### src/rtl/vga_frame_fetch.sv
// Pixel source for VGA: walks a stored RGB444 image in step with active-video ticks, SCALE x SCALE replicated.
// Latency one pixel tick (address at t+1, colour at t+2); no backpressure, paced entirely by pix_en.
module vga_frame_fetch #(
  parameter int IMG_W  = 160,
  parameter int IMG_H  = 120,
  parameter int SCALE  = 4,
  parameter int ADDR_W = 15
) (
  input  logic              clk,
  input  logic              rst_n,
  input  logic              pix_en,
  input  logic              h_active,
  input  logic              v_active,
  output logic [ADDR_W-1:0] mem_addr,
  output logic              mem_rd,
  input  logic [12:0]       mem_data,
  input  logic              mask_en,
  input  logic [11:0]       mask_rgb,
  input  logic [11:0]       border_rgb,
  output logic [3:0]        r,
  output logic [3:0]        g,
  output logic [3:0]        b,
  output logic              frame_done
);

  localparam int IXW = $clog2(IMG_W + 1);
  localparam int IYW = $clog2(IMG_H + 1);
  localparam int SXW = (SCALE > 1) ? $clog2(SCALE) : 1;

  localparam logic [IXW-1:0]    IX_END   = IXW'(IMG_W);
  localparam logic [IYW-1:0]    IY_END   = IYW'(IMG_H);
  localparam logic [IYW-1:0]    IY_LAST  = IYW'(IMG_H - 1);
  localparam logic [SXW-1:0]    S_LAST   = SXW'(SCALE - 1);
  localparam logic [ADDR_W-1:0] ROW_STEP = ADDR_W'(IMG_W);

  typedef enum logic {SYNC, RUN} state_t;
  typedef enum logic [1:0] {PK_BLANK, PK_BORDER, PK_IMAGE} pix_kind_t;

  state_t            state_q, state_d;
  logic              run;

  logic [SXW-1:0]    sx_q, sx_d;
  logic [SXW-1:0]    sy_q, sy_d;
  logic [IXW-1:0]    ix_q, ix_d;
  logic [IYW-1:0]    iy_q, iy_d;
  logic [ADDR_W-1:0] base_q, base_d;
  logic              h_prev_q, h_prev_d;
  logic              v_prev_q, v_prev_d;

  logic [ADDR_W-1:0] mem_addr_q, mem_addr_d;
  logic              mem_rd_q, mem_rd_d;
  logic              done_q, done_d;
  pix_kind_t         kind_q, kind_d;
  logic              stage_vld_q, stage_vld_d;
  logic [11:0]       rgb_q, rgb_d;

  always_ff @(posedge clk or negedge rst_n) begin
    if (!rst_n) begin
      state_q <= SYNC;
    end else begin
      state_q <= state_d;
    end
  end

  // Only leave SYNC during vertical blanking so the first fetched frame is whole.
  always_comb begin
    state_d = state_q;
    if (state_q == SYNC && pix_en && !v_active) begin
      state_d = RUN;
    end
  end

  always_comb begin
    run = (state_q == RUN);
  end

  always_comb begin
    sx_d        = sx_q;
    sy_d        = sy_q;
    ix_d        = ix_q;
    iy_d        = iy_q;
    base_d      = base_q;
    h_prev_d    = h_prev_q;
    v_prev_d    = v_prev_q;
    mem_addr_d  = mem_addr_q;
    mem_rd_d    = 1'b0;
    done_d      = 1'b0;
    kind_d      = PK_BLANK;
    stage_vld_d = 1'b0;

    if (pix_en) begin
      h_prev_d    = h_active;
      v_prev_d    = v_active;
      stage_vld_d = 1'b1;
      if (run) begin
        if (v_prev_q && !v_active) begin
          // Frame end beats a coincident line end.
          sx_d   = '0;
          sy_d   = '0;
          ix_d   = '0;
          iy_d   = '0;
          base_d = '0;
          done_d = 1'b1;
        end else if (v_active && h_prev_q && !h_active) begin
          sx_d = '0;
          ix_d = '0;
          if (sy_q == S_LAST) begin
            sy_d = '0;
            if (iy_q < IY_END) begin
              iy_d = iy_q + 1'b1;
              if (iy_q < IY_LAST) begin
                base_d = base_q + ROW_STEP;
              end
            end
          end else begin
            sy_d = sy_q + 1'b1;
          end
        end else if (h_active && v_active) begin
          if (ix_q < IX_END && iy_q < IY_END) begin
            mem_rd_d   = 1'b1;
            mem_addr_d = base_q + ADDR_W'(ix_q);
            kind_d     = PK_IMAGE;
          end else begin
            kind_d = PK_BORDER;
          end
          if (sx_q == S_LAST) begin
            sx_d = '0;
            if (ix_q < IX_END) begin
              ix_d = ix_q + 1'b1;
            end
          end else begin
            sx_d = sx_q + 1'b1;
          end
        end
      end
    end
  end

  always_comb begin
    rgb_d = rgb_q;
    if (stage_vld_q) begin
      case (kind_q)
        PK_BORDER: rgb_d = border_rgb;
        PK_IMAGE:  rgb_d = (mem_data[12] && mask_en) ? mask_rgb : mem_data[11:0];
        default:   rgb_d = 12'h000;
      endcase
    end
  end

  always_ff @(posedge clk or negedge rst_n) begin
    if (!rst_n) begin
      sx_q        <= '0;
      sy_q        <= '0;
      ix_q        <= '0;
      iy_q        <= '0;
      base_q      <= '0;
      h_prev_q    <= 1'b0;
      v_prev_q    <= 1'b0;
      mem_addr_q  <= '0;
      mem_rd_q    <= 1'b0;
      done_q      <= 1'b0;
      kind_q      <= PK_BLANK;
      stage_vld_q <= 1'b0;
      rgb_q       <= 12'h000;
    end else begin
      sx_q        <= sx_d;
      sy_q        <= sy_d;
      ix_q        <= ix_d;
      iy_q        <= iy_d;
      base_q      <= base_d;
      h_prev_q    <= h_prev_d;
      v_prev_q    <= v_prev_d;
      mem_addr_q  <= mem_addr_d;
      mem_rd_q    <= mem_rd_d;
      done_q      <= done_d;
      kind_q      <= kind_d;
      stage_vld_q <= stage_vld_d;
      rgb_q       <= rgb_d;
    end
  end

  assign mem_addr   = mem_addr_q;
  assign mem_rd     = mem_rd_q;
  assign frame_done = done_q;
  assign r          = rgb_q[11:8];
  assign g          = rgb_q[7:4];
  assign b          = rgb_q[3:0];

endmodule

### config.mk
export PLATFORM = sky130hd
export DESIGN_NAME = vga_frame_fetch
export DESIGN_NICKNAME = d
export VERILOG_FILES = /design/src/rtl/vga_frame_fetch.sv
export SDC_FILE = /design/constraint.sdc
export NUM_CORES = 1
export LEC_CHECK = 0
export ABC_CLOCK_PERIOD_IN_PS = 2270
export BUFFER_PORTS_ARGS = -buffer_cell sky130_fd_sc_hd__buf_2
export CAP_MARGIN = 20
export CORE_AREA = 4 4 88 90
export DETAILED_ROUTE_END_ITERATION = 16
export DIE_AREA = 0 0 92 94
export PLACE_DENSITY = 0.77
export REMOVE_ABC_BUFFERS = 1
export SYNTH_ARGS = -nofsm -noshare
export SYNTH_HDL_FRONTEND = slang
export SYNTH_SLANG_ARGS = --single-unit
### constraint.sdc
create_clock -name clk -period 2.27 [get_ports clk]
set_input_delay 0.227 -clock clk [delete_from_list [all_inputs] [get_ports clk]]
set_output_delay 0.227 -clock clk [all_outputs]
set_load 0.01 [all_outputs]
; Word-level counts from Yosys, hierarchy flattened
; Cells that the tools add are included.
[classes]
n_mux = 39
n_reduce_logical = 23
n_addsub = 6
bitwise_logic = 3
order_cmp = 3
eq_ne = 4
[ops]
columns = op, count
row1 = two-way mux 15 bit, 5
row2 = two-way mux 8 bit, 5
row3 = two-way mux 7 bit, 4
row4 = two-way mux 2 bit, 13
row5 = one-hot mux 12 bit (2 select lines), 1
row6 = adder 15 x 8 -> 15 bit, 1
row7 = adder 15 x 8 -> 15 bit (second input constant), 1
row8 = < comparator 7 bit (second input constant), 2
row9 = two-way mux 12 bit, 1
row10 = AND reduction 6 bit, 2
row11 = two-way mux 1 bit, 10
row12 = AND reduction 5 bit, 2
row13 = nonzero test 3 bit, 3
row14 = adder 8 x 1 -> 8 bit (second input constant), 1
row15 = logical AND 1 bit, 8
row16 = < comparator 8 bit (second input constant), 1
row17 = nonzero test 2 bit, 4
row18 = adder 7 x 1 -> 7 bit (second input constant), 1
row19 = equality test 2 bit (second input constant), 3
row20 = AND reduction 3 bit, 2
row21 = adder 2 x 1 -> 2 bit (second input constant), 2
row22 = inverter 1 bit, 3
row23 = equality test 2 x 1 -> 1 bit (second input constant), 1
row24 = logical NOT 1 bit, 2
[word_totals]
out_inout_bits = 29
inputBits = 43
ff_bits = 69
wordCells = 92

; Longest topological paths before layout
[logic_depth]
ltp_word = 8
mapped_depth = 7
mapped_depth_nobuf = 6

; Worst setup path before layout
; No wires, ideal clock.
[synth_timing]
path_kind = flip-flop to flip-flop
startpoint = reg sy_q[0]
endpoint = reg base_q[5]
t_required_ps = 2145
setup_time_ps = 125
slack_ps = 518
period_less_slack_ps = 1752
arrival_time_ps = 1627
path_stages_with_launch = 6
n_path_buf = 0
cell_sequence = dfrtp_1 > ha_1 > nor2b_1 > a221o_1 > nand2_1 > mux2_2
[synth_between]
elab_chain_len = 3
[synth_rtl]
columns = element, line
row1 = start: declaration, 43  ; logic [SXW-1:0] sy_q, sy_d;
row2 = start signal: assignment, 167  ; sy_q <= sy_d;
row3 = equality test 2 bit, 107  ; if (sy_q == S_LAST) begin
row4 = nonzero test 2 bit (no line), n/a
row5 = AND reduction 6 bit (no line), n/a
row6 = end signal: assignment, 170  ; base_q <= base_d;
row7 = end: declaration, 46  ; logic [ADDR_W-1:0] base_q, base_d;
; No other way between the ends.
; A chain may end at the register's enable or synchronous reset.

; Worst setup path in the final report
; Same ends and word-level chain as after synthesis.

==> run summary <==
Summed over all cells, the static leakage comes to 1.85 nW. The classification of the worst-slack hold path is input pin to async pin. The area of the die was 8650 µm²; the power per standard cell area was 735 nW/µm².

Measured along the y axis, the die boundary spans 94 µm. The share of total power dissipated in sequential elements is 50.3%. Number of buffers created by CTS: 9.

The number of max-slew violations in the final report came out at 0. STA classifies the critical path endpoint as a register. The first global-routing pass estimated 11.4 mm of wire.

The tools report the clock network fraction of total power as 27.1%. The first routing iteration left 103 violations. A synthesized cell averages 10.2 µm². Slowest cell on the critical path: sky130_fd_sc_hd__a221o_1. For this design, the CTS-stage hold fixing added 0 buffers. The clock slew seen by the registers of the worst setup and hold paths was 60 ps; the internal portion of total power was 1.96 mW. The initial antenna violation count was 0; the post-detailed-route wirelength per cell was 13.4 µm. For this configuration, the core starts out at a cell density of 46.4%. The worst register-to-register path has a setup slack of 390 ps.

The run finished with clean final reports. The largest fanout of any net on the critical path is 8, and the total half-perimeter wirelength after legalization and detailed placement is 5.00 mm. Once the clock tree was built, the setup fixing pass inserted 0 buffers.

The aggregate routed wire length is 6.67 mm, and the horizontal extent of the die is 92 µm. STA classifies the critical path startpoint as a register. The synthesized design contains 63 register bits. STA puts the critical path data arrival time at 2090 ps.

The placed instance count came out at 483. The tools report the number of violations of the max-capacitance limit as 0. The filler cells instantiated in the layout total 662. CTS saw 63 sinks. The clock tree synthesis step divided the H-tree into 3 levels.

For this design the top-level I/O count stands at 72. The share of the clock period used by the worst path was 82.8%. Once the clock tree was built, the resizer swapped 0 gates to a different size. The global router's overall resource usage was 16.5%. Static timing analysis puts the maximum clock frequency at 532 MHz.

Setup repair after global routing left no endpoint under its margin. The distinct cell type count of the synthesized netlist was 44. After floorplanning, the core was divided into 31 placement rows.

The run gives 330 ps as the later-pin clock latency in the skew report. Sequential elements use 48.1% of the synthesized area. For the switching power, the log shows 0.879 mW. Net switching is 30.9% of the power. Among all flip-flop cells after synthesis, the most frequent one is sky130_fd_sc_hd__dfrtp_1. The critical path in this run is classified as register to register.

The top cell types in the final layout, fill and taps aside, are 71 x sky130_fd_sc_hd__buf_2, 63 x sky130_fd_sc_hd__dfrtp_1, 31 x sky130_fd_sc_hd__nand2_1. The peak ir drop on the vdd network is 320 µV, and the relative slew slack is 48.8%. The number of DRC violations after detailed routing is 0, and the leftover overflow at the end of global routing is 0. The tools report the via count of the first global-routing pass as 2567. The placer's final routability congestion estimate is 0.851, and the worst clock skew is 4.57 ps.

Hold timing on the final database bottoms out at a slack of 35.0 ps. STA puts the critical path data required time at 2480 ps. In this design, the stage delay of the slowest critical-path cell is 430 ps. For the post-synthesis instance area, the log shows 3280 µm². Yosys mapped a number of flops with a built-in enable equal to 0. Measured in cells, the most critical reg-to-reg path has a length of 5. The logs give 2.84 mW for the total power consumption of the routed design and 497 for the final standard cell count with taps included and fillers excluded. The total count of hold-check failures in the final report is 0. The signed area change from the synthesized netlist to the final layout works out to 17.9%. The proportion of synthesized flip-flops having asynchronous set or reset came out at 100%. The first-pass iteration count of the detailed router is 4. Clock tree root driver cell: sky130_fd_sc_hd__clkbuf_8.

At the pin with the least slew margin, the transition time is 768 ps. The via count of the routed design was 2552. The post-route minimum period was 1880 ps.

Setup violations remaining at the end of the flow were counted as 0. The number of diodes added for antenna fixing came out at 0. The share of layout cells above drive strength 1 works out to 28.1%.

Leaving out fill and tap cells, the most frequent cell in the layout is sky130_fd_sc_hd__buf_2. The largest net degree at the start of global routing is 64, and the number of port buffers is 71. Synthesis handed over a netlist of 322 instances. The tools report the final layout net count as 449. TritonCTS built the clock tree.

Once detail routing completed, the nets flagged for antenna violations numbered 0. Traced cell by cell, the critical path runs through ha_1 -> nor2b_1 -> a221o_1 -> nand2_1 -> mux2_2. The buffer levels on the longest clock path was 2; the sum of negative setup slack was 0 ps. The logs give 22.6% for the fraction of power consumed by combinational cells and 7060 µm² for the core footprint. The yosys synthesis warning count is 0, and the via-per-instance ratio is 5.13.
stage by stage:
stage	area [µm²]	utilization [%]	setup WS, ps
2_1_floorplan	3210	-	518
3_3_place_gp	3720	52.7	468
3_5_place_dp	3720	52.7	407
4_1_cts	3860	54.8	391
5_1_grt	3860	54.8	305
6_report	3860	54.8	390
critical path: cells and delay by family, from the launching register on:
| kind | cells | cell delay (ps) |
|---|---|---|
| muxes | 1 | 350 |
| adders and majority gates | 1 | 250 |
| DFF | 1 | 400 |
| AOI/OAI and AO/OA | 1 | 430 |
| and+or+nand+nor | 2 | 320 |
cells by family (layout without fill, tap and decap cells):
group,count (synthesis),in the layout,synth area share [%]
mux,20,20,6.83
flops,63,63,48.1
other cells,1,1,0.114
buf+inv,31,107,4.12
simple gates,103,103,16.3
fa+ha+maj,11,11,4.20
xor+xnor,25,25,6.68
compound gates,68,68,13.7
state kept, by name, summed over array words and instances, names as in the netlist:
register     count
run              1
kind_q           2
h_prev_q         1
stage_vld_q      1
frame_done       1
sy_q             2
base_q          10
mem_addr        15
sx_q             2
rgb_q           12
iy_q             7
v_prev_q         1
ix_q             8
cells in the mapped netlist (all sizes together), types with 2 or more instances:
cell / count / area [µm²]
nand2b: 4 / 25.0
clkbuf: 7 / 26.3
a21oi: 9 / 60.1
dfrtp: 63 / 1580
nor2: 25 / 96.4
a22oi: 12 / 90.1
nor4b: 2 / 47.6
nand2: 31 / 116
xor2: 14 / 123
o21ai: 20 / 100
ha: 11 / 138
a31oi: 2 / 12.5
mux2: 19 / 214
nor2b: 4 / 25.0
nor4: 2 / 12.5
nand3: 14 / 70.1
buf: 6 / 41.3
nor3: 4 / 20.0
xnor2: 11 / 96.3
nand4: 7 / 43.8
o22ai: 12 / 75.1
inv: 18 / 67.6
and3: 3 / 18.8
nor3b: 2 / 15.0
a21o: 6 / 45.0
final timing paths:
path                                    from            to
worst max register to register       sy_q[0]     base_q[5]
worst min register to register  mem_addr[11]  mem_addr[11]
worst min-delay path                   rst_n  mem_addr[10]
max in group asynchronous              rst_n       sy_q[1]
worst max-delay path                 sy_q[0]     base_q[5]
min in group clk                      pix_en   stage_vld_q
per-layer routing:
layer | routed length, µm | GRT usage [%] | up-vias
met3 | 216 | 4.65 | 10
met5 | 0 | 0 | -
li1 | - | - | 1273
met1 | 2840 | 19.6 | 1222
met2 | 3500 | 28.9 | 47
met4 | 110 | 5.57 | 0
power groups by stage:
stage	registers, mW	clock network (mW)	logic (mW)
floorplan	1.45	0	0.406
global placement	1.44	0	0.617
detailed placement	1.45	0	0.645
CTS	1.43	0.789	0.649
global route	1.46	0.842	0.731
finish	1.43	0.770	0.642
final cells by class:
class / instances / area, µm² / area share (%)
multi-input cells: 228 / 1570 / 40.5
clock inverters: 2 / 10.0 / 0.259
repair buffers: 75 / 385 / 9.97
inverters: 18 / 67.6 / 1.75
flip-flops and latches: 63 / 1580 / 40.8
clock buffers: 12 / 135 / 3.50
well taps: 99 / 124 / 3.20
Power figures use the tool's default switching activity.
